<file path="config.mk">
export PLATFORM = sky130hd
export DESIGN_NAME = spi_master_seq
export DESIGN_NICKNAME = d
export VERILOG_FILES = /design/src/rtl/spi_master_seq.sv
export SDC_FILE = /design/constraint.sdc
export NUM_CORES = 1
export LEC_CHECK = 0
export ABC_AREA = 1
export CORE_MARGIN = 10
export CORE_UTILIZATION = 48
export CTS_BUF_LIST = sky130_fd_sc_hd__clkbuf_8 sky130_fd_sc_hd__clkbuf_16
export DETAILED_ROUTE_END_ITERATION = 10
export PLACE_DENSITY = 0.75
export SLEW_MARGIN = 20
export SYNTH_ARGS = -nofsm -noshare
export SYNTH_HDL_FRONTEND = slang
export SYNTH_SLANG_ARGS = --single-unit
</file>
<file path="constraint.sdc">
create_clock -name clk -period 1.6 [get_ports clk]
set_input_delay 0.32 -clock clk [delete_from_list [all_inputs] [get_ports clk]]
set_output_delay 0.32 -clock clk [all_outputs]
set_load 0.005 [all_outputs]
</file>
<file path="src/rtl/spi_master_seq.sv">
// SPI master transaction sequencer for the SPI slave memory block.
// Takes one read/write request, shifts out {addr, rw, turnaround, data}
// MSB first, samples miso during the read data phase, and returns a
// one-cycle rsp_valid pulse with the read byte (or zero after a write).
module spi_master_seq #(
  parameter int DIV     = 2,
  parameter int ADDR_W  = 7,
  parameter int DATA_W  = 8,
  parameter int TURN_WR = 1,
  parameter int TURN_RD = 2,
  parameter int CS_GAP  = 2
) (
  input  logic              clk,
  input  logic              rst_n,
  input  logic              req_valid,
  output logic              req_ready,
  input  logic              req_rw,
  input  logic [ADDR_W-1:0] req_addr,
  input  logic [DATA_W-1:0] req_wdata,
  output logic              rsp_valid,
  output logic [DATA_W-1:0] rsp_rdata,
  output logic              busy,
  output logic              sclk,
  output logic              cs_n,
  output logic              mosi,
  input  logic              miso
);

  // Frame lengths in sclk periods for each direction.
  localparam int NB_WR  = ADDR_W + 1 + TURN_WR + DATA_W;
  localparam int NB_RD  = ADDR_W + 1 + TURN_RD + DATA_W;
  localparam int NB_MAX = (NB_RD > NB_WR) ? NB_RD : NB_WR;

  localparam int BIT_W = $clog2(NB_MAX + 1);
  localparam int DIV_W = $clog2(DIV + 1);
  localparam int GAP_W = $clog2(CS_GAP + 1);

  // Bit positions inside the left-aligned transmit frame.
  localparam int ADDR_HI = NB_MAX - 1;
  localparam int RW_POS  = NB_MAX - 1 - ADDR_W;
  localparam int WD_HI   = NB_MAX - 2 - ADDR_W - TURN_WR;

  localparam logic [DIV_W-1:0] DIV_LAST      = DIV_W'(DIV - 1);
  localparam logic [GAP_W-1:0] GAP_LAST      = GAP_W'(CS_GAP - 1);
  localparam logic [BIT_W-1:0] WR_LAST       = BIT_W'(NB_WR - 1);
  localparam logic [BIT_W-1:0] RD_LAST       = BIT_W'(NB_RD - 1);
  localparam logic [BIT_W-1:0] RD_DATA_FIRST = BIT_W'(NB_RD - DATA_W);

  typedef enum logic [2:0] {
    IDLE,
    SETUP,
    SHIFT,
    HOLD,
    GAP
  } state_t;

  state_t              state_q, state_d;
  logic [DIV_W-1:0]    div_q, div_d;
  logic [BIT_W-1:0]    bit_q, bit_d;
  logic [GAP_W-1:0]    gap_q, gap_d;
  logic                sclk_q, sclk_d;
  logic                cs_n_q, cs_n_d;
  logic                rw_q, rw_d;
  logic                rsp_q, rsp_d;
  logic [NB_MAX-1:0]   tx_q, tx_d;
  logic [DATA_W-1:0]   rx_q, rx_d;
  logic [DATA_W-1:0]   rdata_q, rdata_d;
  logic [BIT_W-1:0]    frame_last;
  logic                accept;

  // Ready only while idle and out of reset; busy covers the whole frame and gap.
  assign req_ready = (state_q == IDLE) && rst_n;
  assign accept    = req_valid && req_ready;
  assign busy      = (state_q != IDLE);

  // Every pin is a flop output, so sclk/cs_n/mosi never glitch.
  assign sclk      = sclk_q;
  assign cs_n      = cs_n_q;
  assign mosi      = tx_q[NB_MAX-1];
  assign rsp_valid = rsp_q;
  assign rsp_rdata = rdata_q;

  // Next-state and next-register logic for the frame sequencer.
  always_comb begin
    // NOTE: every target gets a default before the case so no path can infer a latch.
    state_d    = state_q;
    div_d      = div_q;
    bit_d      = bit_q;
    gap_d      = gap_q;
    sclk_d     = sclk_q;
    cs_n_d     = cs_n_q;
    rw_d       = rw_q;
    rsp_d      = 1'b0;
    tx_d       = tx_q;
    rx_d       = rx_q;
    rdata_d    = rdata_q;
    frame_last = rw_q ? RD_LAST : WR_LAST;

    case (state_q)
      IDLE: begin
        if (accept) begin
          state_d = SETUP;
          div_d   = '0;
          cs_n_d  = 1'b0;
          rw_d    = req_rw;
          rx_d    = '0;
          // Capture the whole frame now; later input changes cannot leak in.
          tx_d                      = '0;
          tx_d[ADDR_HI -: ADDR_W]   = req_addr;
          tx_d[RW_POS]              = req_rw;
          if (!req_rw) begin
            tx_d[WD_HI -: DATA_W]   = req_wdata;
          end
        end
      end

      SETUP: begin
        if (div_q == DIV_LAST) begin
          state_d = SHIFT;
          div_d   = '0;
          bit_d   = '0;
        end else begin
          div_d = div_q + 1'b1;
        end
      end

      SHIFT: begin
        if (div_q != DIV_LAST) begin
          div_d = div_q + 1'b1;
        end else begin
          div_d = '0;
          if (!sclk_q) begin
            // Rising edge: sample miso only in the read data periods.
            sclk_d = 1'b1;
            if (rw_q && (bit_q >= RD_DATA_FIRST)) begin
              rx_d = {rx_q[DATA_W-2:0], miso};
            end
          end else begin
            // Falling edge: the only place mosi advances.
            sclk_d = 1'b0;
            tx_d   = {tx_q[NB_MAX-2:0], 1'b0};
            if (bit_q == frame_last) begin
              state_d = HOLD;
              bit_d   = '0;
            end else begin
              bit_d = bit_q + 1'b1;
            end
          end
        end
      end

      HOLD: begin
        if (div_q == DIV_LAST) begin
          state_d = GAP;
          div_d   = '0;
          gap_d   = '0;
          cs_n_d  = 1'b1;
          rsp_d   = 1'b1;
          rdata_d = rw_q ? rx_q : '0;
        end else begin
          div_d = div_q + 1'b1;
        end
      end

      GAP: begin
        if (gap_q == GAP_LAST) begin
          state_d = IDLE;
          gap_d   = '0;
        end else begin
          gap_d = gap_q + 1'b1;
        end
      end

      default: state_d = IDLE;
    endcase
  end

  // State and datapath registers with synchronous active-low reset.
  always_ff @(posedge clk) begin
    // NOTE: non-blocking assignments so all registers update from the same pre-edge values.
    if (!rst_n) begin
      state_q <= IDLE;
      div_q   <= '0;
      bit_q   <= '0;
      gap_q   <= '0;
      sclk_q  <= 1'b0;
      cs_n_q  <= 1'b1;
      rw_q    <= 1'b0;
      rsp_q   <= 1'b0;
      tx_q    <= '0;
      rx_q    <= '0;
      rdata_q <= '0;
    end else begin
      state_q <= state_d;
      div_q   <= div_d;
      bit_q   <= bit_d;
      gap_q   <= gap_d;
      sclk_q  <= sclk_d;
      cs_n_q  <= cs_n_d;
      rw_q    <= rw_d;
      rsp_q   <= rsp_d;
      tx_q    <= tx_d;
      rx_q    <= rx_d;
      rdata_q <= rdata_d;
    end
  end

endmodule
</file>
==> metrics.md <==
| Metric | Value |
|---|---|
| Met1 WL | 2.35 mm |
| Post-synthesis net count | 355 |
| Skew-Pair Late Insertion Delay | roughly 0.30 ns |
| CP max stage cell | clkdlybuf4s50_1 |
| Clock Path Buffers | 2 |
| First-pass GRT wire length | 8.78 mm |
| Setup TNS | 0 ns |
| Standard-cell rows | 24 |
| Core Box Area | 4470 um2 |
| Die ar. | slightly below 8000 um2 |
| Number of global-route vias before repair | roughly 1900 |
| Filler cells | 395 |
| Ratio of cells with drive above 1 in the final layout | 11.1% |
| Static leakage | 1.26 nW |
| RSZ-0062 raised after global routing | false |
| Fin cells | 431 |
| Worst Clk Skew | a little under 0.003 ns |
| Final WL | 5.19 mm |
| Boundary pin count | 34 |
| CP top delay family | buffers and inverters |
| Dpl hpwl | 3.74 mm |
| Initial detailed-routing violation count | about 110 |
| Largest net degree at the start of global routing | 24 |
| Mean Syn Cell Area | 6.83 um2 |
| Worst Setup Path Type | reg -> out |
| # Max-Cap Violations | 0 |
| Leading cell type in the layout, fill and taps excluded | nand2_1 |
| Port Buffers | 33 |
| Clock Power Share | 23.0% |
| Syn Inst Count | 333 |
| Total CTS buffers | 5 |
| CP cell instances | clkdlybuf4s50_1 |
| Share of power burned in registers | roughly two fifths |
| Detailed Routing Iterations Pass 1 | 5 |
| Hold Crit Class | reg -> reg |
| DR top layer | met4 |
| Status | finished clean |
| Peak supply drop | 0.625 mV |
| Max incr delay on CP | 0.53 ns |
| Initial antenna violation count | 0 |
| Layout area overhead | 25.5% |
| Inst Count DP | ~420 |
| Finish-stage setup viols | 0 |
| Worst Path Buf+Inv | 1 |
| Clk slew on worst S/H paths | approximately 0.09 ns |
| Vias | approximately 2100 |
| GR Overflow Total | 0 |
| Final nets | 400 |
| Fin crit share | 94.5% |
| Metal2 WL | 2.52 mm |
| Critical Path Sink Type | output port |
| Combinational power share | 38.0% |
| Routability cong. | slightly above 0.8 |
| Via density | 4.97 |
| Die H | 88.8 um |
| Power density over the cells | 1400 nW/um2 |
| Root buf cell | clkbuf_8 |
| Critical path launch point type | flop |
| Clk sinks | 49 |
| Sequential fraction of the synthesis area | 43.1% |
| Arrival time worst endpoint | roughly 1.2 ns |
| Hold Vio Cnt, Final | 0 |
| GRT Total Usage | 14.0% |
| CTS tree | done |
| Critical Path RT | 1.28 ns |
| Syn. warnings | 0 |
| Routed len/inst | ~12 um |
| Int Pwr | ~2.5 mW |
| Initial Util | 50.8% |
| DRC | 0 |
| Seq cells post-synth | 49 |
| Routed wl met3 | approximately 230 um |
| Final ANT Viol Nets | 0 |
| Relative slew slack | approximately four fifths |
| Syn Std Cell Area | 2270 um2 |
| Fin crit period | ~1.5 ns |
| Switching share of power | 36.6% |
| P_sw | 1.46 mW |
| Least-Margin Pin Slew | 0.293 ns |
| Final Max Tran Viols | 0 |
| H-Tree Depth | 2 |
| Max Fclk | 0.661 GHz |
| Cell variety after synth | 23 |
| Die X | 88.8 um |
| # diodes | 0 |
| Critical path peak fanout | 3 |
| Commonest cells after routing, fill and taps aside | nand2_1, nor2_1, dfxtp_1, nand3_1, clkdlybuf4s50_1 |
-- cell families after synthesis --
logic type,count (synthesis),synth area share (%)
buf+inv,40,8.14
simple gates,192,35.9
fa+ha+maj,2,1.10
compound gates,47,10.5
flops,49,43.1
xor+xnor,3,1.16
-- cell type report --
cell class	count	area, um2	share of cell area, %
sequential	49	983	34.5
clock buffer	6	82.6	2.89
multi-input combinational	244	1120	39.2
tap	52	65.1	2.28
inverter	28	110	3.86
timing repair buffer	50	457	16.0
clock inverter	2	37.5	1.32
-- path summary, 6_finish.rpt --
kind	startpoint	end	slack [ns]	depth (start not counted)
setup / recovery	sclk	sclk	0.09	1
hold / removal	div_q[1]	div_q[1]	0.43	2
setup reg to reg	state_q[2]	tx_q[14]	0.14	9
hold reg to reg	div_q[1]	div_q[1]	0.43	2
-- flip-flops by register name, summed over array words and instances (netlist names) --
name and cells:
tx_q 17, rsp_valid 1, div_q 2, rx_q 8, cs_n 1, gap_q 2
state_q 3, rw_q 1, sclk 1, rsp_rdata 8, bit_q 5
-- synth_stat cells, drive strengths merged --
master   n  area [um2]
ha       2        25.0
nand4    2        12.5
inv     26         103
nor2    58         235
nand3   32         160
nand3b   1        7.51
clkbuf   5        18.8
dfxtp   49         981
clkinv   2        7.51
nand2   99         402
o21ai   27         139
xnor2    1        8.76
buf      7        56.3
a21oi   20         100
xor2     2        17.5
-- metal layers --
metal / track usage (%) / vias up
met5: 0 / -
met4: 4.99 / 0
met3: 4.32 / 8
met2: 23.4 / 31
met1: 16.4 / 958
li1: - / 1144
-- power groups by stage --
stage	Clock, mW	Sequential [mW]	Combinational [mW]
after floorplan	0	1.58	1.07
after global placement	0	1.58	1.47
after detailed placement	0	1.58	1.50
after CTS	0.938	1.56	1.50
after global routing	1.01	1.59	1.72
final	0.920	1.56	1.52
-- worst reg2reg max path: stages (launching register included) --
cell and delay, ns:
dfxtp_2 0.35, nor2_4 0.13, buf_4 0.15, nand2_4 0.06, inv_4 0.09, nand2_4 0.07, nand2_4 0.07, nand2_4 0.13
o21ai_0 0.23, nor2_1 0.06
-- through the flow --
step,hold WS [ns],instance area [um2],total power [mW],util [%],worst slack [ns]
floorplan,0.409,2270,2.65,-,0.130
global placement,0.423,2720,3.04,60.8,-0.176
detailed placement,0.422,2720,3.08,60.8,-0.209
CTS,0.435,2840,4.00,63.5,0.00123
global route,0.452,2850,4.32,63.8,0.00255
finish,0.432,2850,4.00,63.8,0.0878
-- repair_timing --
action                     CTS  global route
buffers inserted             0             0
pin swaps                    0             1
resized for setup            4             6
setup endpoints to repair    2            10
hold buffers                 0             0
Note: power is estimated with default switching activity, not from simulation.
